**src/rtl/mult_pkg.sv**
```systemverilog
// Shared definitions for the sequential shift-add multiplier: FSM state codes
// and width helpers.
package mult_pkg;

    localparam logic [1:0] StIdle = 2'd0;
    localparam logic [1:0] StRun  = 2'd1;
    localparam logic [1:0] StDone = 2'd2;

    function automatic int unsigned prod_width(input int unsigned width);
        return 2 * width;
    endfunction

    // Counter must hold WIDTH itself, not just WIDTH-1.
    function automatic int unsigned cnt_width(input int unsigned width);
        return $clog2(width + 1);
    endfunction

endpackage

```
**src/rtl/seq_mult_ctrl.sv**
```systemverilog
// Control for seq_mult: IDLE/RUN/DONE sequencing, bit counter and the
// busy/done decode. Emits load on an accepted start and finish on the last RUN cycle.
module seq_mult_ctrl
    import mult_pkg::*;
#(
    parameter int unsigned WIDTH = 8
) (
    input  logic clk,
    input  logic rst_n,
    input  logic start,
    output logic busy,
    output logic done,
    output logic load,
    output logic finish
);

    localparam int unsigned CW = cnt_width(WIDTH);

    logic [1:0]    state_q, state_d;
    logic [CW-1:0] cnt_q, cnt_d;

    assign load   = start && ((state_q == StIdle) || (state_q == StDone));
    assign finish = (state_q == StRun) && (cnt_q == CW'(1));
    assign busy   = (state_q == StRun);
    assign done   = (state_q == StDone);

    always_comb begin
        state_d = state_q;
        cnt_d   = cnt_q;
        case (state_q)
            StIdle: begin
                if (start) begin
                    state_d = StRun;
                    cnt_d   = CW'(WIDTH);
                end
            end
            StRun: begin
                cnt_d = cnt_q - CW'(1);
                if (cnt_d == '0) begin
                    state_d = StDone;
                end
            end
            StDone: begin
                if (start) begin
                    state_d = StRun;
                    cnt_d   = CW'(WIDTH);
                end else begin
                    state_d = StIdle;
                end
            end
            default: state_d = StIdle;
        endcase
    end

    always_ff @(posedge clk) begin
        if (!rst_n) begin
            state_q <= StIdle;
            cnt_q   <= '0;
        end else begin
            state_q <= state_d;
            cnt_q   <= cnt_d;
        end
    end

endmodule

```
**src/rtl/seq_mult.sv**
```systemverilog
// Sequential shift-add multiplier, WIDTH x WIDTH -> 2*WIDTH, unsigned or
// two's-complement per operation. Signed operands are multiplied as magnitudes.
module seq_mult
    import mult_pkg::*;
#(
    parameter int unsigned WIDTH = 8
) (
    input  logic                 clk,
    input  logic                 rst_n,
    input  logic                 start,
    input  logic                 signed_mode,
    input  logic [WIDTH-1:0]     a,
    input  logic [WIDTH-1:0]     b,
    output logic                 busy,
    output logic                 done,
    output logic [2*WIDTH-1:0]   product
);

    localparam int unsigned PW = prod_width(WIDTH);

    logic             load, finish;
    logic [WIDTH-1:0] mcand_q, mplier_q;
    logic             sign_q;
    logic [PW-1:0]    acc_q, prod_q;
    logic [WIDTH-1:0] abs_a, abs_b;
    logic [WIDTH:0]   sum;
    logic [PW-1:0]    acc_step;

    seq_mult_ctrl #(
        .WIDTH (WIDTH)
    ) u_ctrl (
        .clk    (clk),
        .rst_n  (rst_n),
        .start  (start),
        .busy   (busy),
        .done   (done),
        .load   (load),
        .finish (finish)
    );

    // Most negative value negates to itself, which is the correct magnitude.
    always_comb begin
        abs_a = (signed_mode && a[WIDTH-1]) ? (~a + WIDTH'(1)) : a;
        abs_b = (signed_mode && b[WIDTH-1]) ? (~b + WIDTH'(1)) : b;
    end

    // Add into the upper half, then shift the whole accumulator right.
    always_comb begin
        sum      = {1'b0, acc_q[PW-1:WIDTH]} + {1'b0, (mplier_q[0] ? mcand_q : '0)};
        acc_step = {sum, acc_q[WIDTH-1:1]};
    end

    always_ff @(posedge clk) begin
        if (!rst_n) begin
            mcand_q  <= '0;
            mplier_q <= '0;
            sign_q   <= 1'b0;
            acc_q    <= '0;
            prod_q   <= '0;
        end else begin
            if (load) begin
                mcand_q  <= abs_a;
                mplier_q <= abs_b;
                sign_q   <= signed_mode & (a[WIDTH-1] ^ b[WIDTH-1]);
                acc_q    <= '0;
            end else if (busy) begin
                acc_q    <= acc_step;
                mplier_q <= mplier_q >> 1;
            end
            if (finish) begin
                prod_q <= sign_q ? (~acc_step + PW'(1)) : acc_step;
            end
        end
    end

    assign product = prod_q;

endmodule

```
**config.mk**
```make
export PLATFORM = sky130hd
export DESIGN_NAME = seq_mult
export DESIGN_NICKNAME = d
export VERILOG_FILES = /design/src/rtl/mult_pkg.sv /design/src/rtl/seq_mult_ctrl.sv /design/src/rtl/seq_mult.sv
export SDC_FILE = /design/constraint.sdc
export NUM_CORES = 1
export LEC_CHECK = 0
export CAP_MARGIN = 5
export CELL_PAD_IN_SITES_DETAIL_PLACEMENT = 1
export CELL_PAD_IN_SITES_GLOBAL_PLACEMENT = 1
export CORE_UTILIZATION = 41
export DETAILED_ROUTE_END_ITERATION = 8
export GPL_TIMING_DRIVEN = 0
export PLACE_DENSITY = 0.81
export RECOVER_POWER = 100
export SLEW_MARGIN = 20
export SYNTH_ARGS = -nofsm -noshare
export SYNTH_HDL_FRONTEND = slang
export SYNTH_SLANG_ARGS = --single-unit
export TNS_END_PERCENT = 1
```
**constraint.sdc**
```tcl
create_clock -name clk -period 3.8 [get_ports clk]
set_clock_uncertainty 0.2 [all_clocks]
set_input_delay 0.38 -clock clk [delete_from_list [all_inputs] [get_ports clk]]
set_output_delay 0.38 -clock clk [all_outputs]
set_load 0.02 [all_outputs]
```
Word level (Yosys, flattened, before mapping)
Index checks and enable logic that the tools add are counted.
- input port bits: 20
- register bits after elaboration: 55
- equal/unequal tests: 6
- reductions and logical operators: 13
- add/sub/neg operators: 5
- muxes and demuxes: 12
- bitwise gates (word level): 6
- operators by type and width (cell ; count):
    $mux 8 ; 5
    $add 16x1->16 const B ; 1
    $add 8x1->8 const B ; 2
    $mux 16 ; 1
    $not 16->16 ; 1
    $not 8->8 ; 2
    $add 8x8->9 ; 1
    $pmux 4 s2 ; 1
    $pmux 2 s3 ; 1
    $eq 4x1->1 const B ; 1
    $logic_and 1x1->1 ; 4
    $logic_not 4->1 ; 1
    $mux 2 ; 2
    $mux 4 ; 1
    $ne 2x1->1 const B ; 2
    $reduce_and 2->1 ; 2
    $reduce_bool 2->1 ; 2
    $reduce_or 2->1 ; 2
    $sub 4x1->4 const B ; 1
    $eq 2x1->1 const B ; 1
    $eq 2x2->1 const B ; 1
    $logic_not 2->1 ; 1
    $ne 2x2->1 const B ; 1
    $and 1x1->1 ; 1
    4 further kinds ; 4

Depth between registers and ports, before layout
Gate-level depths: netlist of run 1.
- word-level depth: 5
- mapped depth: 11
- mapped depth without buffers: 11

By module
From an unflattened synthesis of run 1, not the netlist that was laid out.
- cell total of the unflattened synthesis: 381
- area, all modules: 3313.2 um2
- by module, submodules not included (module ; area an instance (um2) ; seq. area each (um2) ; cells each ; times used):
    seq_mult ; 2960.3 ; 960.9 ; 341 ; 1
    seq_mult_ctrl ; 352.8 ; 120.1 ; 40 ; 1

Worst setup path after synthesis of run 1
Ideal clock, no wire load.
- path kind: flip-flop to flip-flop
- start point: register mplier_q[0]
- end point: register prod_q[15], in the netlist product[15]
- stages on the path, launching flop included: 12
- data arrival time: 2376 ps
- buffers on the path: 0
- data required time: 3526 ps
- setup slack: 1149 ps
- setup time: 74 ps
- cell sequence: dfxtp_1 and2_1 ha_1 inv_1 fa_1 nor2b_1 o21bai_1 a21oi_1 xnor2_1 nand3_1 or4_1 a31oi_1
- longest elaborated chain between the ends: 5
- ends and longest elaborated chain (what ; line ; RTL):
    start: declaration ; seq_mult.sv:22 ; logic [WIDTH-1:0] mcand_q, mplier_q;
    start signal: assignment ; seq_mult.sv:63 ; mplier_q <= abs_b;
    start signal: assignment ; seq_mult.sv:68 ; mplier_q <= mplier_q >> 1;
    $mux 8 * ; seq_mult.sv:49 ; sum = {1'b0, acc_q[PW-1:WIDTH]} + {1'b0, (mplier_q[0] ? mcand_q : '0)};
    $add 8x8->9 * ; seq_mult.sv:49 ;
    $not 16->16 ; seq_mult.sv:71 ; prod_q <= sign_q ? (~acc_step + PW'(1)) : acc_step;
    $add 16x1->16 ; seq_mult.sv:71 ;
    $mux 16 * ; seq_mult.sv:71 ;
    end signal: assignment ; seq_mult.sv:71 ;
    end: declaration ; seq_mult.sv:24 ; logic [PW-1:0] acc_q, prod_q;
Every way passes the cells marked *; elsewhere a longest branch is shown, timed or not.
A chain may end at the register's enable or synchronous reset.

Worst setup path after layout of run 1
- start point: register u_ctrl.state_q[0]
- end point: output port busy
- longest elaborated chain between the ends: 1
- ends and longest elaborated chain (what ; line ; RTL):
    start: declaration ; seq_mult_ctrl.sv:19 ; logic [1:0] state_q, state_d;
    start signal: assignment ; seq_mult_ctrl.sv:57 ; state_q <= StIdle;
    start signal: assignment ; seq_mult_ctrl.sv:60 ; state_q <= state_d;
    $eq 2x1->1 ; seq_mult_ctrl.sv:24 ; assign busy = (state_q == StRun);
    end: declaration ; seq_mult.sv:14 ; output logic busy,
Every way passes these cells.

==> impl_metrics.json, run 1 <==
{
  "insertion_delay_ns": 0.32,
  "pwr-share-comb": 0.190,
  "worstPathRequired_ns": 3.22,
  "async_flop_share": 0,
  "clockBufferDepth": 2,
  "powerDensity_mw_per_mm2": 342,
  "pwr-share-seq": 0.488,
  "antenna_left": 0,
  "finalSetupTns_ns": 0,
  "place_area_mm2": 0.00358,
  "rsz0062_at_grt": "false",
  "grt_pass1_wl_mm": 14.1,
  "start_kind": "flip-flop",
  "synth_fp_nets": 431,
  "fin_crit_sh": 0.898,
  "cp_max_fo": 10,
  "synth_flop_cell": "dfxtp_1",
  "tightest_slew_ns": 0.589,
  "status": "completed",
  "ir_drop_v": 0.000177,
  "die_height_um": 88.8,
  "antenna_found_initial": 0,
  "clk_pin_slew_ns": 0.11,
  "utilization": 0.505,
  "gp_congestion": 0.794,
  "synth_warnings": 0,
  "hpwl_mm": 6.41,
  "slowest_stage": "dlygate4sd3_1",
  "totalWireLength_mm": 8.35,
  "core_area_mm2": 0.00725,
  "synthToLayoutAreaGrowth_pct": 18.6,
  "portBuffers": 36,
  "fmax_mhz": 293,
  "numCtsBuffers": 5,
  "n_antenna_cell": 0,
  "synth_area_per_cell_um2": 7.81,
  "synth_common_cells": "nand2_1, dfxtp_1, nor2_1",
  "io_pins": 38,
  "finalHoldViolations": 0,
  "vias": 2926,
  "synth.distinct_cells": 49,
  "rows": 31,
  "synth-seq-cells": 54,
  "min_path_type": "reg2reg",
  "fin_crit_ns": 3.41,
  "maxCapViolCount": 0,
  "hold_slack_ns": 0.265,
  "path_cells": "nand2b_1 -> clkbuf_1 -> inv_1 -> clkbuf_1 -> clkbuf_1 -> dlygate4sd3_1",
  "htree_levels": 2,
  "synth_top_area_share": 0.350,
  "synthTopCellsByArea": "dfxtp_1, nand2_1, nor2_1, ha_1, xor2_1",
  "grt_max_degree": 18,
  "stdcell_count": 539,
  "fill_cells": 929,
  "crit_top_cell": "clkbuf_1",
  "synth_edf_count": 0,
  "yosysSeqAreaShare": 0.350,
  "cts_resized": 0,
  "die_w_um": 88.8,
  "seqCellArea_mm2": 0.00108,
  "maxSlewViolCount": 0,
  "grt-ovfl-total": 0,
  "cp_data_arrival_time_ns": 2.83,
  "synth_most_common_cell": "nand2_1",
  "endpoint_kind": "output pin",
  "clock_sinks": 54,
  "multi_input_area_mm2": 0.00183,
  "viasPerCell": 5.43,
  "p_sw_mw": 0.369,
  "syn_inst": 396,
  "path_class": "reg2out",
  "dp.cells": 531,
  "p_leak_nw": 1.41,
  "layout-drive-gt1-share": 0.0364,
  "slew_headroom": 0.604,
  "p_int_mw": 0.883,
  "worst_path_largest_cell_delay_ns": 0.75,
  "drt_iter0_markers": 99,
  "p_clk_frac": 0.322,
  "wl_per_cell_um": 15.5,
  "dr.pass1.iters": 5,
  "holdBufCountCts": 0,
  "post_cts_buffers": 0,
  "fp.dieArea_mm2": 0.00789,
  "nNetsFinal": 474,
  "grt_util_all_layers": 0.232,
  "final_area_mm2": 0.00367,
  "cts_root_buf": "clkbuf_8",
  "start_util": 0.426,
  "p_sw_frac": 0.295,
  "cts_tree": "yes",
  "grt_pass1_vias": 3034,
  "syn_area_mm2": 0.00309,
  "drc": 0,
  "finalSetupViolations": 0,
  "yosys.area.top_type": "dfxtp_1"
}
layer usage:
metal / vias to the layer above / wire length (µm) / share of wire / GRT usage
li1: 1458 / - / - / -
met1: 1407 / 3690 / 0.44 / 0.272
met2: 54 / 4380 / 0.52 / 0.439
met3: 7 / 204 / 0.024 / 0.0326
met4: 0 / 74 / 0.0089 / 0.0587
met5: - / 0 / 0 / 0
metrics by stage:
stage          power, mW  setup WS [ns]
3_5_place_dp       0.866          0.702
2_1_floorplan      0.777           1.15
4_1_cts             1.26          0.469
3_3_place_gp       0.855          0.755
6_report            1.25          0.387
5_1_grt             1.31          0.219
power groups by stage:
| stage | Sequential (mW) | Combinational (mW) | Clock (mW) |
|---|---|---|---|
| after global routing | 0.616 | 0.265 | 0.432 |
| after floorplan | 0.624 | 0.153 | 0 |
| after CTS | 0.612 | 0.243 | 0.409 |
| after global placement | 0.623 | 0.232 | 0 |
| after detailed placement | 0.624 | 0.241 | 0 |
| final | 0.611 | 0.238 | 0.403 |
placed cells by master (no fill, tap or decap), types with 7 or more instances in the layout:
cell / instances
inv_1: 18
a211oi_1: 17
nor2_1: 50
nor3_1: 7
a311oi_1: 11
a21oi_1: 29
xor2_1: 17
nand3_1: 11
o21ai_0: 13
clkdlybuf4s50_1: 17
dfxtp_1: 54
xnor2_1: 11
clkbuf_1: 20
nand2_1: 62
dlygate4sd3_1: 19
ha_1: 14
worst paths after layout:
kind	from	endpoint	slack [ns]	cells past startpoint
hold / removal	product[8]	product[8]	0.27	2
hold reg to reg	product[8]	product[8]	0.27	2
setup / recovery	u_ctrl.state_q[0]	busy	0.39	6
setup reg to reg	mplier_q[0]	product[15]	0.56	11
state kept, by name, indices dropped and copies added (netlist names):
name            cells
product            16
acc_q              15
mcand_q             8
mplier_q            8
u_ctrl.cnt_q        4
u_ctrl.state_q      2
sign_q              1
worst max-delay path, delay by kind of cell (launching register included):
kind          cells  cell delay, ns
buf+inv           5            2.05
flops             1            0.39
simple gates      1            0.07
cell families after synthesis:
| group | after synthesis | synth area share |
|---|---|---|
| AO/OA/AOI/OAI | 92 | 0.196 |
| XOR/XNOR | 29 | 0.0846 |
| adder cells (fa/ha/maj) | 15 | 0.0631 |
| buffers and inverters | 40 | 0.0571 |
| flip-flops | 54 | 0.350 |
| multiplexers | 1 | 0.00324 |
| AND/OR/NAND/NOR | 165 | 0.246 |
area by class of cell:
type                    instances  share of cell area
plain buffers                  21              0.0225
clock inverters                 3              0.0119
well taps                      99              0.0338
clock buffers                   5              0.0188
multi-input cells             302               0.500
flip-flops and latches         54               0.295
inverters                      19              0.0195
repair buffers                 36              0.0983
Note: power is estimated with default switching activity, not from simulation.
==> inputs of run 2 (changes only) <==
--- a/config.mk
+++ b/config.mk
@@ -8,11 +8,12 @@
 export CAP_MARGIN = 5
 export CELL_PAD_IN_SITES_DETAIL_PLACEMENT = 1
 export CELL_PAD_IN_SITES_GLOBAL_PLACEMENT = 1
-export CORE_UTILIZATION = 41
+export CORE_UTILIZATION = 40
 export DETAILED_ROUTE_END_ITERATION = 8
 export GPL_TIMING_DRIVEN = 0
-export PLACE_DENSITY = 0.81
+export PLACE_DENSITY = 0.79
 export RECOVER_POWER = 100
+export REMOVE_ABC_BUFFERS = 1
 export SLEW_MARGIN = 20
 export SYNTH_ARGS = -nofsm -noshare
 export SYNTH_HDL_FRONTEND = slang
==> impl_metrics.json, run 2 (synthesis gave the netlist of run 1 again) <==
{
  "status": "completed",
  "maxCapViolCount": 0,
  "antenna_left": 0,
  "viasPerCell": 5.35,
  "use_met3": 0.0271,
  "worstPathRequired_ns": 3.81,
  "numCtsBuffers": 5,
  "grt.busiest_layer": "met2",
  "holdCritStartpoint": "product[8]",
  "io_pins": 38,
  "grt-ovfl-total": 0,
  "cts_tree": "yes",
  "regToRegSetupSlack_ns": 0.43,
  "pre_cts_slack_ns": 0.428,
  "cts_root_buf": "clkbuf_8",
  "fin_crit_sh": 0.887,
  "endpoint_kind": "flip-flop",
  "clockBufferDepth": 2,
  "hold_depth": 2,
  "grtUsageMet1": 0.241,
  "powerDensity_mw_per_mm2": 324,
  "antenna_found_initial": 0,
  "fmax_mhz": 297,
  "drc": 0,
  "layout-drive-gt1-share": 0.0381,
  "grt_pass1_vias": 2732,
  "core_area_mm2": 0.00737,
  "start_util": 0.420,
  "grt_util_all_layers": 0.189,
  "dr.pass1.iters": 4,
  "cp_max_fo": 32,
  "clk_pin_slew_ns": 0.10,
  "totalWireLength_mm": 7.32,
  "grtUsageMet2": 0.344,
  "portBuffers": 37,
  "finalHoldViolations": 0,
  "min_path_type": "reg2reg",
  "post_cts_buffers": 0,
  "rsz0062_at_grt": "false",
  "grt_pass1_wl_mm": 12.8,
  "maxSlewViolCount": 0,
  "finalSetupTns_ns": 0,
  "holdPathEnd": "product[8]",
  "insertion_delay_ns": 0.31,
  "die_height_um": 89.9,
  "fin_crit_ns": 3.37,
  "die_w_um": 89.9,
  "ir_drop_v": 0.000154,
  "grt_max_degree": 37,
  "holdBufCountCts": 0,
  "path_class": "reg2reg",
  "tightest_slew_ns": 1.02,
  "hpwl_mm": 5.43,
  "cts_resized": 0,
  "synthToLayoutAreaGrowth_pct": 15.5,
  "htree_levels": 2,
  "setup_ws_ns": 0.430,
  "layout_common_cells": "nand2_1, dfxtp_1, nor2_1, a21oi_1, dlygate4sd3_1",
  "gp_congestion": 0.811,
  "regToRegEndpoint": "product[15]",
  "largest_reg_flops": 16,
  "finalSetupViolations": 0,
  "timing.rr.start": "u_ctrl.state_q[0]",
  "wl_per_cell_um": 14.1,
  "vias": 2776,
  "start_kind": "flip-flop",
  "fp.dieArea_mm2": 0.00808,
  "slew_headroom": 0.319,
  "final_common_cell": "nand2_1",
  "p_leak_nw": 1.37,
  "clock_sinks": 54,
  "drt_iter0_markers": 64,
  "rows": 31,
  "cp_data_arrival_time_ns": 3.38,
  "n_antenna_cell": 0,
  "nNetsFinal": 454,
  "reg2regPathDepth": 6
}
run 2: layout make-up:
| class | count | area [µm²] |
|---|---|---|
| Inverter | 19 | 71.3 |
| Clock buffer | 6 | 72.6 |
| Fill cell | 935 | 3800 |
| Timing Repair Buffer | 37 | 370 |
| Sequential cell | 54 | 1080 |
| Clock inverter | 2 | 13.8 |
| Multi-Input combinational cell | 302 | 1840 |
| Tap cell | 99 | 124 |
run 2: worst max path at each step:
stage | from | end | slack [ns] | cells after the start
4_1_cts | u_ctrl.state_q[0] | product[15] | 0.39 | 6
2_1_floorplan | mplier_q[0] | product[15] | 1.13 | 11
5_1_grt | u_ctrl.state_q[0] | product[15] | 0.12 | 6
3_3_place_gp | u_ctrl.state_q[1] | product[15] | 0.45 | 6
3_5_place_dp | u_ctrl.state_q[0] | product[15] | 0.43 | 6
6_report | u_ctrl.state_q[0] | product[15] | 0.43 | 6
run 2: metrics by stage:
| stage | power (mW) | instance area [µm²] | util | cells | hold slack (ns) |
|---|---|---|---|---|---|
| after CTS | 1.17 | 3570 | 0.484 | 519 | 0.265 |
| after floorplan | 0.768 | 2990 | - | 375 | 0.227 |
| after detailed placement | 0.850 | 3480 | 0.472 | 511 | 0.251 |
| final | 1.16 | 3570 | 0.484 | 519 | 0.262 |
| after global routing | 1.23 | 3570 | 0.484 | 519 | 0.301 |
| after global placement | 0.841 | 3480 | 0.472 | 511 | 0.239 |
run 2: critical path, cell delays in order (launching register included):
cell      delay, ns
dfxtp_1        0.39
nand2b_1       0.56
inv_2          0.69
and3_1         0.87
and3_1         0.30
a221oi_1       0.09
a31oi_1        0.15
run 2: routing by layer:
metal	wire length, µm	part of all wire
met1	3510	0.48
met2	3590	0.49
met3	178	0.024
met4	49	0.0067
met5	0	0
run 2: where the power goes:
| group | internal [mW] | switching (mW) |
|---|---|---|
| combinational | 0.0886 | 0.133 |
| sequential | 0.593 | 0.0195 |
| clock | 0.131 | 0.192 |
| total | 0.812 | 0.344 |
==> inputs of run 3 (changes only) <==
--- a/config.mk
+++ b/config.mk
@@ -5,12 +5,13 @@
 export SDC_FILE = /design/constraint.sdc
 export NUM_CORES = 1
 export LEC_CHECK = 0
-export CAP_MARGIN = 5
+export CAP_MARGIN = 20
 export CELL_PAD_IN_SITES_DETAIL_PLACEMENT = 1
 export CELL_PAD_IN_SITES_GLOBAL_PLACEMENT = 1
 export CORE_UTILIZATION = 40
 export DETAILED_ROUTE_END_ITERATION = 8
 export GPL_TIMING_DRIVEN = 0
+export HOLD_SLACK_MARGIN = 0.06
 export PLACE_DENSITY = 0.79
 export RECOVER_POWER = 100
 export REMOVE_ABC_BUFFERS = 1
==> impl_metrics.json, run 3 (synthesis gave the netlist of run 1 again) <==
{
  "die_height_um": 89.9,
  "worst_path_largest_cell_delay_ns": 0.78,
  "core_area_mm2": 0.00737,
  "slowest_stage": "nand2b_1",
  "rsz0062_at_grt": "false",
  "io_pins": 38,
  "endpoint_kind": "flip-flop",
  "grt_pass1_wl_mm": 12.8,
  "regToRegEndpoint": "product[15]",
  "path_buf_inv": 1,
  "post_cts_buffers": 0,
  "antenna_left": 0,
  "final_area_mm2": 0.00357,
  "maxSlewViolCount": 0,
  "status": "completed",
  "path_cells": "nand2b_1 -> inv_2 -> and3_1 -> and3_1 -> a221oi_1 -> a31oi_1",
  "cts_tree": "yes",
  "clk_pin_slew_ns": 0.10,
  "die_w_um": 89.9,
  "start_util": 0.420,
  "viasPerCell": 5.35,
  "grt-ovfl-total": 0,
  "vias": 2781,
  "layout-drive-gt1-share": 0.0380,
  "rows": 31,
  "fin_crit_sh": 0.890,
  "fp.dieArea_mm2": 0.00808,
  "synthToLayoutAreaGrowth_pct": 15.6,
  "drc": 0,
  "wl_per_cell_um": 14.2,
  "fill_cells": 934,
  "largest_reg_flops": 16,
  "start_kind": "flip-flop",
  "gp_congestion": 0.811,
  "clockBufferDepth": 2,
  "crit_family": "simple AND/OR/NAND/NOR gates",
  "p_total_mw": 1.16,
  "startpoint": "u_ctrl.state_q[1]",
  "htree_levels": 2,
  "seqCellArea_mm2": 0.00108,
  "powerDensity_mw_per_mm2": 324,
  "layout_common_cells": "nand2_1, dfxtp_1, nor2_1, a21oi_1, dlygate4sd3_1",
  "cp_data_arrival_time_ns": 3.31,
  "finalHoldViolations": 0,
  "worstPathRequired_ns": 3.73,
  "n_antenna_cell": 0,
  "tightest_slew_ns": 1.25,
  "dr.pass1.iters": 4,
  "setup_ws_ns": 0.420,
  "holdBufCountCts": 0,
  "grt_pass1_vias": 2732,
  "totalWireLength_mm": 7.38,
  "place_area_mm2": 0.00348,
  "grt_util_all_layers": 0.189,
  "clock_sinks": 54,
  "fmax_mhz": 296,
  "fin_crit_ns": 3.38,
  "cts_root_buf": "clkbuf_8",
  "slew_headroom": 0.166,
  "dp.cells": 511,
  "stdcell_count": 520,
  "worst-path-stages": 6,
  "setup.worst_path.end": "product[15]",
  "ir_drop_v": 0.000154,
  "hpwl_mm": 5.43,
  "p_leak_nw": 1.37,
  "drt_iter0_markers": 82,
  "cp_max_fo": 32,
  "numCtsBuffers": 5,
  "antenna_found_initial": 0,
  "finalSetupViolations": 0,
  "final_common_cell": "nand2_1",
  "insertion_delay_ns": 0.31,
  "min_path_type": "reg2reg",
  "grt_max_degree": 37,
  "nNetsFinal": 455,
  "reg2regPathDepth": 6,
  "cts_resized": 0,
  "timing.rr.start": "u_ctrl.state_q[1]",
  "path_class": "reg2reg",
  "regToRegSetupSlack_ns": 0.42,
  "portBuffers": 37,
  "maxCapViolCount": 0,
  "crit_top_cell": "and3_1",
  "pre_cts_slack_ns": 0.428,
  "multi_input_area_mm2": 0.00184,
  "finalSetupTns_ns": 0
}
[run 3: area by class of cell]
| class | count | share of cell area |
|---|---|---|
| clock buffers | 6 | 0.0203 |
| clock inverters | 2 | 0.00385 |
| inverters | 19 | 0.0200 |
| flip-flops and latches | 54 | 0.303 |
| multi-input cells | 302 | 0.514 |
| repair buffers | 38 | 0.105 |
| well taps | 99 | 0.0347 |
[run 3: worst min-delay path by stage]
stage	startpoint	endpoint	slack, ns	cells after the start
after floorplan	mcand_q[6]	mcand_q[6]	0.23	2
after global placement	mcand_q[6]	mcand_q[6]	0.24	2
after detailed placement	mcand_q[0]	mcand_q[0]	0.25	2
after CTS	mcand_q[0]	mcand_q[0]	0.26	2
after global routing	product[0]	product[0]	0.30	2
final	product[8]	product[8]	0.26	2
[run 3: routing by layer]
| layer | global-route usage | routed length (µm) | part of all wire | vias to the layer above |
|---|---|---|---|---|
| met1 | 0.241 | 3540 | 0.48 | 1307 |
| met4 | 0.0282 | 49 | 0.0066 | 0 |
| met2 | 0.344 | 3620 | 0.49 | 41 |
| met5 | 0 | 0 | 0 | - |
| li1 | - | - | - | 1428 |
| met3 | 0.0271 | 177 | 0.024 | 5 |
[run 3: metrics by stage]
step,hold slack (ns),utilization
finish,0.261,0.485
CTS,0.265,0.484
floorplan,0.227,-
detailed placement,0.251,0.472
global route,0.301,0.485
global placement,0.239,0.472
[run 3: worst register-to-register path: stages (launching register included)]
cell	delay, ns
dfxtp_1	0.33
nand2b_1	0.78
inv_2	0.51
and3_1	0.64
and3_1	0.35
a221oi_1	0.29
a31oi_1	0.11
[run 3: where the power goes]
part | internal (mW) | switching [mW] | leakage [nW] | total [mW]
sequential | 0.593 | 0.0196 | 0.440 | 0.612
combinational | 0.0888 | 0.133 | 0.886 | 0.222
clock | 0.131 | 0.192 | 0.0452 | 0.322
